### src/rtl/twdl_idx_gen.sv
// twdl_idx_gen: twiddle index generator feeding the CTA twiddle multiplier.
// For one mixed-radix stage it walks every butterfly (k within block, then block) and issues
// per-lane numerators n*k, the common denominator L and the radix factor.
// Numerators come from per-lane accumulators, so no multipliers are used.
//
// Ports:
//   clk, rst      clock, synchronous active-high reset
//   start         one-cycle stage request (sampled only in IDLE)
//   cfg_factor    radix (2..5)
//   cfg_demontr   twiddle denominator L = span*factor
//   cfg_span      butterflies per block (>= 1)
//   cfg_nblk      number of blocks (>= 1)
//   out_rdy       downstream ready
//   out_val       index set valid
//   twdl_numrtr   lane numerators n*k (0 for lanes >= factor)
//   twdl_demontr  latched L
//   factor        latched radix
//   blk_first     set is k==0 of its block
//   stg_last      set is the final butterfly of the stage
//   busy          high in LOAD and RUN
//   done          one-cycle pulse after the last transfer
//   cfg_err       one-cycle pulse on a rejected start
module twdl_idx_gen #(
    parameter int unsigned wIdx  = 12,
    parameter int unsigned nLane = 5
) (
    input  logic                             clk,
    input  logic                             rst,
    input  logic                             start,
    input  logic [2:0]                       cfg_factor,
    input  logic [wIdx-1:0]                  cfg_demontr,
    input  logic [wIdx-1:0]                  cfg_span,
    input  logic [wIdx-1:0]                  cfg_nblk,
    input  logic                             out_rdy,
    output logic                             out_val,
    output logic [0:nLane-1][wIdx-1:0]       twdl_numrtr,
    output logic [wIdx-1:0]                  twdl_demontr,
    output logic [2:0]                       factor,
    output logic                             blk_first,
    output logic                             stg_last,
    output logic                             busy,
    output logic                             done,
    output logic                             cfg_err
);

    typedef enum logic [1:0] {StIdle, StLoad, StRun, StDone} state_e;

    localparam logic [wIdx-1:0] One = wIdx'(1);

    state_e state_q, state_d;

    logic [2:0]                  factor_q, factor_d;
    logic [wIdx-1:0]             demontr_q, demontr_d;
    logic [wIdx-1:0]             span_q, span_d;
    logic [wIdx-1:0]             nblk_q, nblk_d;
    logic [wIdx-1:0]             k_q, k_d;
    logic [wIdx-1:0]             blk_q, blk_d;
    logic [0:nLane-1][wIdx-1:0]  acc_q, acc_d;
    logic                        out_val_q, out_val_d;
    logic                        blk_first_q, blk_first_d;
    logic                        stg_last_q, stg_last_d;
    logic                        busy_q, busy_d;
    logic                        done_q, done_d;
    logic                        cfg_err_q, cfg_err_d;

    logic            cfg_ok;
    logic            xfer;
    logic [wIdx-1:0] span_m1;
    logic [wIdx-1:0] nblk_m1;
    logic [wIdx-1:0] k_inc;
    logic [wIdx-1:0] blk_inc;

    assign cfg_ok  = (cfg_factor >= 3'd2) && (cfg_factor <= 3'd5) &&
                     (cfg_span != '0) && (cfg_nblk != '0);
    assign xfer    = out_val_q & out_rdy;
    assign span_m1 = span_q - One;
    assign nblk_m1 = nblk_q - One;
    assign k_inc   = k_q + One;
    assign blk_inc = blk_q + One;

    always_comb begin
        state_d     = state_q;
        factor_d    = factor_q;
        demontr_d   = demontr_q;
        span_d      = span_q;
        nblk_d      = nblk_q;
        k_d         = k_q;
        blk_d       = blk_q;
        acc_d       = acc_q;
        out_val_d   = out_val_q;
        blk_first_d = blk_first_q;
        stg_last_d  = stg_last_q;
        cfg_err_d   = 1'b0;

        unique case (state_q)
            StIdle: begin
                if (start) begin
                    if (cfg_ok) begin
                        factor_d  = cfg_factor;
                        demontr_d = cfg_demontr;
                        span_d    = cfg_span;
                        nblk_d    = cfg_nblk;
                        state_d   = StLoad;
                    end else begin
                        cfg_err_d = 1'b1;
                    end
                end
            end
            StLoad: begin
                k_d         = '0;
                blk_d       = '0;
                acc_d       = '0;
                out_val_d   = 1'b1;
                blk_first_d = 1'b1;
                stg_last_d  = (span_q == One) && (nblk_q == One);
                state_d     = StRun;
            end
            StRun: begin
                if (xfer) begin
                    if (k_q != span_m1) begin
                        k_d = k_inc;
                        // Lanes at or above factor are never stepped, so they stay 0.
                        for (int unsigned n = 0; n < nLane; n++) begin
                            if (3'(n) < factor_q) begin
                                acc_d[n] = acc_q[n] + wIdx'(n);
                            end
                        end
                        blk_first_d = 1'b0;
                        stg_last_d  = (k_inc == span_m1) && (blk_q == nblk_m1);
                    end else if (blk_q != nblk_m1) begin
                        k_d         = '0;
                        blk_d       = blk_inc;
                        acc_d       = '0;
                        blk_first_d = 1'b1;
                        stg_last_d  = (span_q == One) && (blk_inc == nblk_m1);
                    end else begin
                        out_val_d   = 1'b0;
                        blk_first_d = 1'b0;
                        stg_last_d  = 1'b0;
                        state_d     = StDone;
                    end
                end
            end
            StDone: begin
                state_d = StIdle;
            end
            default: begin
                state_d = StIdle;
            end
        endcase

        busy_d = (state_d == StLoad) || (state_d == StRun);
        done_d = (state_d == StDone);
    end

    always_ff @(posedge clk) begin
        if (rst) begin
            state_q     <= StIdle;
            factor_q    <= '0;
            demontr_q   <= '0;
            span_q      <= '0;
            nblk_q      <= '0;
            k_q         <= '0;
            blk_q       <= '0;
            acc_q       <= '0;
            out_val_q   <= 1'b0;
            blk_first_q <= 1'b0;
            stg_last_q  <= 1'b0;
            busy_q      <= 1'b0;
            done_q      <= 1'b0;
            cfg_err_q   <= 1'b0;
        end else begin
            state_q     <= state_d;
            factor_q    <= factor_d;
            demontr_q   <= demontr_d;
            span_q      <= span_d;
            nblk_q      <= nblk_d;
            k_q         <= k_d;
            blk_q       <= blk_d;
            acc_q       <= acc_d;
            out_val_q   <= out_val_d;
            blk_first_q <= blk_first_d;
            stg_last_q  <= stg_last_d;
            busy_q      <= busy_d;
            done_q      <= done_d;
            cfg_err_q   <= cfg_err_d;
        end
    end

    assign out_val      = out_val_q;
    assign twdl_numrtr  = acc_q;
    assign twdl_demontr = demontr_q;
    assign factor       = factor_q;
    assign blk_first    = blk_first_q;
    assign stg_last     = stg_last_q;
    assign busy         = busy_q;
    assign done         = done_q;
    assign cfg_err      = cfg_err_q;

endmodule

### config.mk
export PLATFORM = sky130hd
export DESIGN_NAME = twdl_idx_gen
export DESIGN_NICKNAME = d
export VERILOG_FILES = /design/src/rtl/twdl_idx_gen.sv
export SDC_FILE = /design/constraint.sdc
export NUM_CORES = 1
export LEC_CHECK = 0
export CAP_MARGIN = 25
export CORE_MARGIN = 5
export CORE_UTILIZATION = 56
export CTS_CLUSTER_SIZE = 16
export DETAILED_ROUTE_END_ITERATION = 7
export DONT_BUFFER_PORTS = 1
export PLACE_DENSITY_LB_ADDON = 0.08
export REMOVE_ABC_BUFFERS = 1
export SKIP_CTS_REPAIR_TIMING = 1
export SLEW_MARGIN = 20
export SYNTH_ARGS = -nofsm -noshare
export SYNTH_HDL_FRONTEND = slang
export SYNTH_SLANG_ARGS = --single-unit
### constraint.sdc
create_clock -name clk -period 3.2 [get_ports clk]
set_input_delay 0.16 -clock clk [delete_from_list [all_inputs] [get_ports clk]]
set_output_delay 0.16 -clock clk [all_outputs]
set_load 0.05 [all_outputs]
Word-level counts from Yosys, hierarchy flattened --
Cells that the tools add are included.
Storage, ports and cells: register bits 131, bits of input ports 43, output and inout bits 81, logic and storage cells 113
Cells by class: $add $sub $neg 8, magnitude comparators 6, equal/unequal tests 22, multiplexer cells 35, bitwise gates (word level) 3, reduce and logical (&&, ||, !) cells 21
Operators with widths (count):
- two-way mux 60 bit | 3
- two-way mux 12 bit | 10
- one-hot mux 60 bit (2 select lines) | 1
- one-hot mux 12 bit (2 select lines) | 2
- adder 12 x 1 -> 12 bit (second input constant) | 3
- equality test 12 bit | 3
- adder 12 x 2 -> 12 bit (second input constant) | 2
- equality test 12 x 1 -> 1 bit (second input constant) | 2
- != test 12 bit | 2
- AND reduction 4 bit | 6
- nonzero test 12 bit | 2
- subtractor 12 x 1 -> 12 bit (second input constant) | 2
- != test 3 bit (second input constant) | 5
- adder 12 x 3 -> 12 bit (second input constant) | 1
- two-way mux 1 bit | 10
- two-way mux 2 bit | 5
- equality test 2 bit (second input constant) | 4
- != test 2 bit (second input constant) | 4
- one-hot mux 2 bit (4 select lines) | 1
- logical AND 1 bit | 6
- less-than comparator 2 x 3 -> 1 bit (first input constant) | 2
- one-hot mux 1 bit (2 select lines) | 3
- AND reduction 3 bit | 2
- equality test 2 x 1 -> 1 bit (second input constant) | 2
- 11 further kinds | 12

Longest topological paths before layout --
depth after elaboration 9, mapped depth 14, gate-level depth less buffers 12

Least setup slack after synthesis --
Ideal clock, no wire load.
path type flip-flop to flip-flop, start point reg nblk_q[0], end point reg busy_q (netlist: busy), setup time 0.127 ns, arrival 3.097 ns, required time 3.073 ns, setup slack -0.024 ns, cell stages (with the launch flop) 15, buffers on the path 2, period minus slack after synthesis 3.224 ns, cells stage by stage dfxtp_1 clkbuf_1 inv_1 ha_1 nor3b_4 xnor2_1 or2_1 a2111oi_4 and4_1 clkbuf_1 nand2_1 o311a_1 nor2_1 ha_1 nor2b_1
On the way: longest elaborated chain between the ends 8, elaborated cells between the ends (all ways) 9, those cells by class 1 x add/sub; 3 x eq/ne; 4 x mux; 1 x reduce/logical
RTL lines:
- start: declaration | RTL line 55 | logic [wIdx-1:0] nblk_q, nblk_d;
- start signal: assignment | RTL line 177 | nblk_q <= nblk_d;
- subtractor 12 x 1 -> 12 bit (*) | RTL line 77 | assign nblk_m1 = nblk_q - One;
- != test 12 bit (*) | RTL line 130 | end else if (blk_q != nblk_m1) begin
- two-way mux 2 bit (*) | RTL line 130
- two-way mux 2 bit (*) | RTL line 120 | if (k_q != span_m1) begin
- two-way mux 2 bit (*) | RTL line 119 | if (xfer) begin
- one-hot mux 2 bit (4 select lines) (*) | RTL line 95 | unique case (state_q)
- net state_d[0] | RTL line 50 | state_e state_q, state_d;
- equality test 2 x 1 -> 1 bit / equality test 2 bit (equally long branches) | RTL line 152 | busy_d = (state_d == StLoad) || (state_d == StRun);
- logical OR 1 bit (*) | RTL line 152
- net busy_d | RTL line 62 | logic busy_q, busy_d;
- end signal: assignment | RTL line 184 | busy_q <= busy_d;
- end: declaration | RTL line 62
The timed path passes the listed nets; every way through them passes the cells marked *. A chain may end at the register's enable or synchronous reset.

Final worst setup path --
start point reg span_q[0], end point reg acc_q, in the netlist twdl_numrtr[28]
On the way: longest elaborated chain between the ends 5, elaborated cells between the ends (all ways) 8, those cells by class 1 x add/sub; 3 x eq/ne; 3 x mux; 1 x reduce/logical
RTL lines:
- start: declaration | RTL line 54 | logic [wIdx-1:0] span_q, span_d;
- start signal: assignment | RTL line 176 | span_q <= span_d;
- subtractor 12 x 1 -> 12 bit (*) | RTL line 76 | assign span_m1 = span_q - One;
- != test 12 bit (*) | RTL line 120
- two-way mux 60 bit | RTL line 120
- two-way mux 60 bit | RTL line 119
- one-hot mux 60 bit (2 select lines) | RTL line 95
- end signal: assignment | RTL line 165 | acc_q <= '0;
- end signal: assignment | RTL line 180 | acc_q <= acc_d;
- end: declaration | RTL line 58 | logic [0:nLane-1][wIdx-1:0] acc_q, acc_d;
Every way passes the cells marked *; elsewhere a longest branch is shown, timed or not. The select of a mux whose other input is x is not followed.

==> flow_metrics.env <==
export IMPL_cts_clk_slew_worst_paths_ps=60
export IMPL_layout_min_cycle_time_ps=3080
export IMPL_die_w_um=123
export IMPL_grt_pass1_vias=6328
export IMPL_drc_errors=0
export IMPL_maxSlewHeadroom_pct=50.8
export IMPL_final_hold_violation_count=0
export IMPL_grtUsageTotal_pct=26.2
export IMPL_drt_wl_total_mm=20.7
export IMPL_crit_fanout=13
export IMPL_nets=1018
export IMPL_status="finished clean"
export IMPL_antenna_left=0
export IMPL_critPathArrivalTime_ps=3430
export IMPL_drt_vias_per_instance=6.09
export IMPL_post_route_util_pct=68.2
export IMPL_cp_startpoint="span_q[0]$_SDFFE_PP0P_"
export IMPL_htree_levels=4
export IMPL_vias=6978
export IMPL_clock_sinks=116
export IMPL_drt_pass1_iter_count=5
export IMPL_layout_common_cells="141 x nand2_1, 116 x dfxtp_1, 87 x a21oi_1"
export IMPL_clock_latency_ps=420
export IMPL_cp_required_ps=3550
export IMPL_ys_warn_count=0
export IMPL_grt_max_degree=78
export IMPL_r2r_slack_ps=120
export IMPL_hold_depth=2
export IMPL_die_h_um=123
export IMPL_ir_worst_vdd_mv=0.472
export IMPL_start_util_pct=56.8
export IMPL_drv_slew=0
export IMPL_finalSetupTns_ps=0
export IMPL_antenna_found_initial=0
export IMPL_synth_seq_cells=116
export IMPL_r2r_start="span_q[0]$_SDFFE_PP0P_"
export IMPL_detail_route_iter0_violations=581
export IMPL_coreArea_sq_um=12500
export IMPL_cts_tree="yes"
export IMPL_root_buffer="clkbuf_16"
export IMPL_fin_crit_sh_pct=96.4
export IMPL_hold_path_startpoint="rst"
export IMPL_min_to="twdl_numrtr[13]$_SDFFE_PP0P_"
export IMPL_synthFlopType="dfxtp_1"
export IMPL_cts_buffers=17
export IMPL_rr_endpoint="twdl_numrtr[28]$_SDFFE_PP0P_"
export IMPL_worst_pin_slew_ps=737
export IMPL_maxCapViolCount=0
export IMPL_ys_types=72
export IMPL_grt_pass1_wl_mm=31.7
export IMPL_async_reset_ff_share_pct=0
export IMPL_grt_overflow=0
export IMPL_place_hpwl_mm=13.9
export IMPL_drive_gt1_share_pct=11.2
export IMPL_p_per_area_nw_per_um2=524
export IMPL_synth_edff_count=0
export IMPL_num_rows=41
export IMPL_wl_per_cell_um=18.0
export IMPL_setup_worst_path_start_class="flip-flop"
export IMPL_hold_path_class="in2reg"
export IMPL_area_growth_pct=20.0
export IMPL_syn_area_per_cell_sq_um=7.83
export IMPL_netlist_area_sq_um=7110
export IMPL_hold_ws_ps=61.9
export IMPL_skew_ps=9.01
export IMPL_synthCells=909
export IMPL_final_common_cell="nand2_1"
export IMPL_setup_viol=0
export IMPL_fmax_mhz=324
export IMPL_routabilityCongestion=0.895
export IMPL_leakagePower_nw=3.07
export IMPL_total_power_mw=4.47
export IMPL_dieArea_sq_um=15100
export IMPL_seq_area_frac_synth_pct=32.6
export IMPL_clk_path_buf_depth=2
export IMPL_diodes=0
export IMPL_crit_type="reg2reg"
export IMPL_numPortBuffers=0
export IMPL_cp_end_kind="flip-flop"
export IMPL_r2r_cells=12
export IMPL_io_pins=124
[worst max-delay path by stage]
stage / endpoint / slack [ps] / cells past startpoint
6_report: twdl_numrtr[28]$_SDFFE_PP0P_ / 120 / 12
5_1_grt: twdl_numrtr[28]$_SDFFE_PP0P_ / -8 / 12
4_1_cts: twdl_numrtr[33]$_SDFFE_PP0P_ / -90 / 11
3_5_place_dp: twdl_numrtr[33]$_SDFFE_PP0P_ / -100 / 11
3_3_place_gp: twdl_numrtr[9]$_SDFFE_PP0P_ / 100 / 10
2_1_floorplan: twdl_numrtr[25]$_SDFFE_PP0P_ / -670 / 10
[report_power, final]
group	switching, mW	internal [mW]	total (mW)	leakage [nW]
logic	0.501	0.349	0.850	1.82
registers	0.115	1.49	1.60	0.939
clock network	0.678	1.34	2.02	0.301
total	1.29	3.18	4.47	3.07
[kinds of logic after synthesis]
kind of cell | Yosys count | synth area share [%]
other | 1 | 0.0527
and+or+nand+nor | 406 | 30.9
adders and majority gates | 15 | 2.64
buffers and inverters | 96 | 6.49
xor gates and xnor gates | 62 | 7.83
AOI/OAI and AO/OA | 209 | 18.8
muxes | 4 | 0.598
DFF | 116 | 32.6
[registers in the layout (all words and copies together) (netlist names), 2 cells and up]
signal and cells:
k_q 12, span_q 12, factor 3, twdl_demontr 12, nblk_q 12, blk_q 12, state_q 2, twdl_numrtr 45
[stage by stage]
step                std cells  worst slack, ps  cell area (sq um)
floorplan                 853             -669               6800
global placement         1064              103               7370
detailed placement       1064            -98.6               7370
CTS                      1096            -88.0               7990
global route             1145            -8.11               8540
finish                   1145              116               8540
[final cells by class]
class / instances / area, sq um
Multi-Input combinational cell: 711 / 4430
Tap cell: 172 / 215
Clock buffer: 23 / 468
Sequential cell: 116 / 2320
Timing Repair Buffer: 88 / 853
Fill cell: 1050 / 3980
Inverter: 26 / 97.6
Clock inverter: 9 / 151
[critical path: stages (launching register included)]
cell and delay, ps:
dfxtp_1 330, inv_1 110, ha_4 170, or3b_4 400
or3_1 370, o311a_1 160, nor4_4 150, and3_4 260
buf_12 150, nor3_2 80, buf_4 190, or4_4 490
a21oi_2 150
[Yosys cell counts, types with 4 or more instances]
master	n	area, sq um
nand2_1	142	533
dfxtp_1	116	2320
a21oi_1	88	440
nand3_1	54	270
xnor2_1	38	333
clkbuf_1	36	135
nor2_1	30	113
inv_1	25	93.8
and3_1	24	150
o21ai_0	24	120
xor2_1	23	201
a31oi_1	20	125
or4_1	20	150
nor3_1	19	95.1
nor4_1	18	113
or3_1	18	113
buf_4	17	128
o31ai_1	17	128
ha_1	15	188
buf_2	12	60.1
nand4_1	11	68.8
nand3b_1	8	60.1
a21o_1	7	52.6
and2_1	7	43.8
nor3b_1	7	52.6
o21a_1	7	52.6
a211oi_1	6	45.0
nor2b_1	6	37.5
o211ai_1	6	45.0
o21bai_1	6	45.0
nand2b_1	5	31.3
nor4b_1	5	43.8
nand4b_1	4	35.0
nor4_2	4	50.1
o22ai_1	4	25.0
or2_2	4	25.0
[metal layers]
layer | GRT usage (%) | vias up | wire length (um) | share of wire (%)
li1 | - | 3367 | - | -
met1 | 33.8 | 3317 | 8680 | 42
met2 | 42.2 | 261 | 9970 | 48
met3 | 7.28 | 33 | 1650 | 8.0
met4 | 9.03 | 0 | 346 | 1.7
met5 | 0 | - | 0 | 0
(Power assumes the default switching activity.)
